## config.mk

```make
export PLATFORM = sky130hd
export DESIGN_NAME = pipe_ctrl
export DESIGN_NICKNAME = d
export VERILOG_FILES = /design/src/rtl/pipe_ctrl.sv
export SDC_FILE = /design/constraint.sdc
export NUM_CORES = 1
export LEC_CHECK = 0
export BUFFER_PORTS_ARGS = -buffer_cell sky130_fd_sc_hd__buf_4
export CAP_MARGIN = 20
export CORE_MARGIN = 2
export CORE_UTILIZATION = 35
export CTS_CLUSTER_DIAMETER = 80
export DETAILED_ROUTE_END_ITERATION = 8
export PLACE_DENSITY = 0.6
export SYNTH_ARGS = -nofsm -noshare
export SYNTH_HDL_FRONTEND = slang
export SYNTH_SLANG_ARGS = --single-unit
```

## constraint.sdc

```tcl
create_clock -name clk -period 2.9 [get_ports clk]
set_input_delay 0.725 -clock clk [delete_from_list [all_inputs] [get_ports clk]]
set_output_delay 0.725 -clock clk [all_outputs]
set_load 0.02 [all_outputs]
```

## src/rtl/pipe_ctrl.sv

```systemverilog
// pipe_ctrl: pipeline hazard/redirect controller with boot, memory-wait and halt handling
module pipe_ctrl #(
  parameter logic [31:0] RESET_VECTOR = 32'h0,
  parameter logic [31:0] TRAP_VECTOR  = 32'h100,
  parameter int          BOOT_CYCLES  = 2
) (
  input  logic        clk,
  input  logic        reset,
  input  logic        if_en,
  input  logic        id_en,
  input  logic        ex_en,
  input  logic [4:0]  gpr_rd_addr_0,
  input  logic [4:0]  gpr_rd_addr_1,
  input  logic        id_load,
  input  logic [4:0]  id_dst_addr,
  input  logic        id_gpr_we_,
  input  logic        ex_br_taken,
  input  logic [31:0] ex_br_addr,
  input  logic        mem_busy,
  input  logic        trap_req,
  input  logic        halt_req,
  input  logic        resume_req,
  output logic        if_stall,
  output logic        id_stall,
  output logic        ex_stall,
  output logic        mem_stall,
  output logic        if_flush,
  output logic        id_flush,
  output logic        ex_flush,
  output logic        mem_flush,
  output logic [31:0] new_pc,
  output logic        new_pc_en,
  output logic        br_taken,
  output logic [31:0] br_addr,
  output logic [1:0]  state,
  output logic [31:0] stall_cnt
);
  typedef enum logic [1:0] {BOOT = 2'd0, RUN = 2'd1, MEM_WAIT = 2'd2, HALT = 2'd3} state_t;
  state_t cur, nxt;
  logic [31:0] boot_cnt;
  logic [3:0] stl, fl;
  logic br, lu, boot_last;
  assign state = cur;
  assign {if_stall, id_stall, ex_stall, mem_stall} = stl;
  assign {if_flush, id_flush, ex_flush, mem_flush} = fl;
  assign br = ex_br_taken & ex_en;
  assign boot_last = boot_cnt == 32'(BOOT_CYCLES - 1);
  // a writeback to r0 is discarded, so it can never create a load-use hazard
  assign lu = id_load & id_en & ~id_gpr_we_ & (id_dst_addr != 5'd0) & if_en &
              ((id_dst_addr == gpr_rd_addr_0) | (id_dst_addr == gpr_rd_addr_1));
  always_comb begin
    stl = '0;
    fl = '0;
    new_pc = '0;
    new_pc_en = 1'b0;
    br_taken = 1'b0;
    br_addr = '0;
    nxt = cur;
    if (reset) begin
      stl = 4'hF;
      fl = 4'h8;
      nxt = BOOT;
    end else if (trap_req && cur != BOOT) begin
      fl = 4'hF;
      new_pc = TRAP_VECTOR;
      new_pc_en = 1'b1;
      nxt = RUN;
    end else case (cur)
      BOOT: begin
        stl = 4'hF;
        fl = 4'h8;
        if (boot_last) begin
          new_pc = RESET_VECTOR;
          new_pc_en = 1'b1;
          nxt = RUN;
        end
      end
      RUN:
        if (br) begin
          br_taken = 1'b1;
          br_addr = ex_br_addr;
          fl = 4'hC;
        end else if (mem_busy) begin
          stl = 4'hF;
          nxt = MEM_WAIT;
        end else if (lu) begin
          stl = 4'h8;
          fl = 4'h4;
        end else if (halt_req) nxt = HALT;
      MEM_WAIT: if (mem_busy) stl = 4'hF; else nxt = RUN;
      HALT: begin
        stl = 4'h8;
        fl = 4'h4;
        if (resume_req) nxt = RUN;
      end
    endcase
  end
  always_ff @(posedge clk) begin
    if (reset) begin
      cur <= BOOT;
      boot_cnt <= '0;
      stall_cnt <= '0;
    end else begin
      cur <= nxt;
      boot_cnt <= cur == BOOT ? boot_cnt + 32'd1 : '0;
      if (if_stall && cur != BOOT && ~&stall_cnt) stall_cnt <= stall_cnt + 32'd1;
    end
  end
endmodule
```

# Word level (Yosys, flattened, before mapping)

Cells that the tools add are included.

Order comparisons: 0
Reductions and logical operators: 12
Div/mod/pow operators: 0
$add $sub $neg: 2
Bitwise operators: 9
Multipliers: 0
Equality and inequality tests: 18
Muxes and demuxes: 36
Shifts and indexed selects: 0

Operators with widths:

| operator                | count |
|---|---|
| $mux W32                | 4 |
| $add A32 B1 Y32 const B | 2 |
| $mux W4                 | 9 |
| $eq A32 B1 Y1 const B   | 1 |
| $reduce_and A32 Y1      | 1 |
| $mux W9                 | 2 |
| $ne A3 B3 Y1 const B    | 6 |
| $pmux W4 S4             | 1 |
| $mux W2                 | 7 |
| $pmux W4 S3             | 1 |
| $reduce_and A6 Y1       | 2 |
| $eq A5 B5 Y1            | 2 |
| $mux W1                 | 9 |
| $ne A2 B2 Y1 const B    | 4 |
| $ne A4 B4 Y1 const B    | 2 |
| $pmux W2 S4             | 1 |
| $and A1 B1 Y1           | 6 |
| $mux W3                 | 2 |
| $reduce_bool A5 Y1      | 1 |
| $eq A2 B2 Y1 const B    | 2 |
| $reduce_or A2 Y1        | 2 |
| $logic_and A1 B1 Y1     | 3 |
| $eq A2 B1 Y1 const B    | 1 |
| $logic_not A2 Y1        | 1 |
| 4 further kinds         | 5 |

Bits in latches: 0
Logic and storage cells: 81
Memories: 0
Memory bits (writable): 0
Output and inout bits: 108
Flip-flop bits (word level): 66
Bits in read-only memories: 0

# Longest topological paths before layout

Depth after elaboration: 13
Depth in mapped cells: 9
Depth with buffers taken out: 7

# Worst setup path after synthesis

OpenSTA, ideal clock, no wires.

Path kind: input to output
From: input trap_req
To: output br_addr[22]
Data required time: 2,175 ps
Slack: 130 ps
Path buffers: 2
Cell stages on the path: 4
Arrival time: 2,045 ps
Path through: buf_2 nor4_1 clkbuf_1 and2_1

Cells in the longest elaborated chain, start to end: 3

Ends and longest elaborated chain:

| item                | line | text |
|---|---|---|
| start: declaration  | 20   | `input logic trap_req,` |
| $logic_and A1 B1 Y1 | 63   | `end else if (trap_req && cur != BOOT) begin` |
| $mux W32            | 63   |  |
| $mux W32            | 59   | `if (reset) begin` |
| end: declaration    | 34   | `output logic [31:0] br_addr,` |

Every way passes these cells.

# Worst setup path in the final report

From: register boot_cnt[0]
To: output new_pc_en

Cells in the longest elaborated chain, start to end: 5

Ends and longest elaborated chain:

| item                     | line | text |
|---|---|---|
| start: declaration       | 40   | `logic [31:0] boot_cnt;` |
| start signal: assignment | 105  | `boot_cnt <= cur == BOOT ? boot_cnt + 32'd1 : '0;` |
| $eq A32 B1 Y1            | 47   | `assign boot_last = boot_cnt == 32'(BOOT_CYCLES - 1);` |
| $mux W1                  | 72   | `if (boot_last) begin` |
| $mux W1                  | 68   | `end else case (cur)` |
| $mux W1                  | 63   |  |
| $mux W1                  | 59   |  |
| end: declaration         | 32   | `output logic new_pc_en,` |

Every way passes these cells.

==> summary.txt <==
Status
  – Status: completed

Die
  – Die ar.: 12,300 um^2
  – Core Area: 11,300 um^2
  – Initial Utilization: 35.6%
  – Site Rows: 39
  – Die Y: 111 um
  – I/O Pins: 167
  – Die width: 111 um

Clock network
  – Post-CTS Repair Setup Buffers: 0
  – CTS buffer count: 9
  – Clock Latency Late Sink: 0.33 ns
  – Worst-case clock buffer depth: 2
  – Clk root buf: clkbuf_16
  – Clk sink count: 66
  – Resized cells post-CTS: 0
  – # hold bufs at CTS: 0
  – H-tree Lvls: 3
  – Clock-pin transition on the worst setup and hold timing paths: 0.05 ns
  – CTS tree: yes

Timing
  – Post-layout min period: 2.72 ns
  – Fin crit share: 93.9%
  – Final hold vios: 0
  – Rel. slew slack: 59.2%
  – Slew @ Worst Pin: 0.610 ns
  – Final setup vio count: 0
  – Fin Setup TNS: 0 ns
  – Post-Route Skew: 0.00718 ns
  – Slew Viols, Final: 0
  – Fmax: 367 MHz
  – RSZ-0062 raised after global routing: false

Min path
  – Cell depth of the worst hold path: 2
  – Hold endpoint: boot_cnt[19]$_SDFF_PP0_
  – Worst Hold Class: reg -> reg
  – Min-delay src: boot_cnt[19]$_SDFF_PP0_

Power
  – Leak Pwr: 0.00214 uW
  – Total chip power: 2440 uW
  – VDD IR max: 0.385 mV
  – Clock share of power: 48.6%
  – Internal Power: 1830 uW
  – Sequential Power Share: 38.5%
  – Switch share: 25.0%
  – Combinational group share of total power: 12.9%
  – P_sw: 608 uW
  – Pwr/cell area: 454 nW/um^2

Routing
  – Total Wirelength: 10,800 um
  – Post-route DRC: 0
  – DRT antenna net count: 0
  – Via density: 5.06
  – DR iter-0 viols: 245
  – DR WL/cell: 13.8 um
  – First-pass DRT Iterations: 4
  – Via count: 3,943

Placement
  – Port Buffers: 135
  – Hpwl dp: 8130 um
  – Final GP Congestion: 0.843
  – Placed cells: 764
  – Placement Cell Area: 5030 um^2

Synth
  – Synthesized flop and latch total: 66
  – Dominant synthesized flop cell: dfxtp_1
  – Cell count after synthesis: 505
  – Sequential cell area fraction in the yosys report: 33.0%
  – Yosys warns: 0
  – Post-synth EDFFs: 0
  – Count of cell types in the netlist: 53
  – Mean Syn Cell Area: 7.94 um^2
  – Async set-reset flop share out of synthesis: 0%
  – Mapped Area: 4010 um^2

Worst setup path
  – Worst flop-to-flop path startpoint: state[1]$_SDFFE_PP0P_
  – Slowest stage delay, CP: 0.42 ns
  – FF-to-FF setup slack: 0.64 ns
  – Critical path required time: 2.17 ns
  – CP arrival: 2.00 ns
  – Reg2reg end: stall_cnt[14]$_SDFFE_PP0P_
  – Setup crit start kind: flip-flop
  – Crit. End Element: output pin
  – Setup crit start: boot_cnt[0]$_SDFF_PP0_
  – Slowest stage cell, crit path: dfxtp_1
  – WS Path Type: reg -> out
  – Reg2reg path depth: 7
  – Max FO, Critical Path: 6
  – Crit path cell chain: ha_1 > nor4b_1 > nand4_1 > nor3_1 > or2_2 > buf_4

GRT
  – Total Routing Usage GR: 17.3%
  – Global-route wire length before repair: 17,500 um
  – Pin count of the biggest net entering global routing: 34
  – Grt ovf: 0
  – Number of global-route vias before repair: 3,714
  – Initial antenna violation count: 0

Layout
  – Register area: 1320 um^2
  – Final non-filler cell area: 5360 um^2
  – Nets@finish: 694
  – Commonest non-fill, non-tap cell in the layout: buf_4
  – Share of layout cells above drive strength 1: 27.8%
  – ANT cells: 0
  – Finished Layout Cells: 780
  – Fillers: 1,122
  – Most frequent cells in the layout: buf_4 (144), dfxtp_1 (66), nor2_1 (41)
  – Area growth, synth to finish: 33.7%
  – Multi-input gate area: 2400 um^2

Flow run
  – # Max-Cap Violations: 0
[logic make-up (layout without fill, tap and decap cells)]
logic type / count (synthesis) / in the layout / share of synthesized area, %
buffers and inverters: 67 / 169 / 10.1
flip-flops: 66 / 66 / 33.0
other: 1 / 31 / 0.0936
AO/OA/AOI/OAI: 92 / 92 / 14.2
XOR/XNOR: 36 / 36 / 7.87
adder cells (fa/ha/maj): 3 / 3 / 0.937
AND/OR/NAND/NOR: 239 / 239 / 33.6
multiplexers: 1 / 1 / 0.250
[layer usage]
layer / global-route usage (%) / wire length, um / part of all wire, % / vias to the layer above
li1: - / - / - / 1994
met1: 21.1 / 4770 / 44 / 1838
met2: 29.2 / 5340 / 49 / 96
met3: 4.98 / 527 / 4.9 / 15
met4: 5.75 / 160 / 1.5 / 0
met5: 0 / 0 / 0 / -
[registers in the layout, summed over array words and instances (netlist names)]
signal	flops
stall_cnt	32
boot_cnt	32
state	2
[final cells by class]
type	instances	area share, %
tap	143	3.34
clock inverter	6	1.66
clock buffer	10	4.46
sequential	66	24.7
inverter	8	0.560
multi-input combinational	402	44.8
timing repair buffer	145	20.5
[worst max path at each step]
stage	slack, ns	cells past startpoint	to
CTS	0.14	6	new_pc_en
global route	0.003	6	new_pc_en
detailed placement	0.21	8	id_flush
global placement	0.29	8	id_flush
finish	0.18	6	new_pc_en
floorplan	0.13	4	br_addr[22]
[per-stage QoR]
| step | worst slack (ns) | utilization, % | hold WS [ns] |
|---|---|---|---|
| floorplan | 0.130 | - | 0.452 |
| global placement | 0.294 | 44.6 | 0.474 |
| detailed placement | 0.212 | 44.6 | 0.486 |
| CTS | 0.140 | 47.5 | 0.494 |
| global route | 0.00332 | 47.5 | 0.519 |
| finish | 0.177 | 47.5 | 0.491 |
[cells in the mapped netlist (10+ instances only)]
| master | instances | share of area, % |
|---|---|---|
| o21ai_0 | 28 | 3.5 |
| xnor2_1 | 16 | 3.5 |
| nor4_1 | 10 | 1.6 |
| nand2_1 | 32 | 3.0 |
| clkbuf_1 | 16 | 1.5 |
| or3_1 | 31 | 4.8 |
| nand3_1 | 23 | 2.9 |
| a21oi_1 | 39 | 4.9 |
| and2_1 | 34 | 5.3 |
| nand4_1 | 16 | 2.5 |
| buf_4 | 38 | 7.1 |
| and3_1 | 11 | 1.7 |
| xor2_1 | 20 | 4.4 |
| nor2_1 | 41 | 3.8 |
| dfxtp_1 | 66 | 33 |
[worst max-delay path: cells and delay by family, from the launching register on]
family | cells | cell delay [ns]
AND/OR/NAND/NOR | 4 | 0.87
flip-flops | 1 | 0.42
adder cells (fa/ha/maj) | 1 | 0.23
buffers and inverters | 1 | 0.13
[power by group through the flow]
stage	sequential, uW	clock (uW)	combinational [uW]
after floorplan	951	0	227
after global placement	956	0	311
after detailed placement	956	0	314
after CTS	937	1220	316
after global routing	939	1250	342
final	937	1180	315
Power figures use the tool's default switching activity.
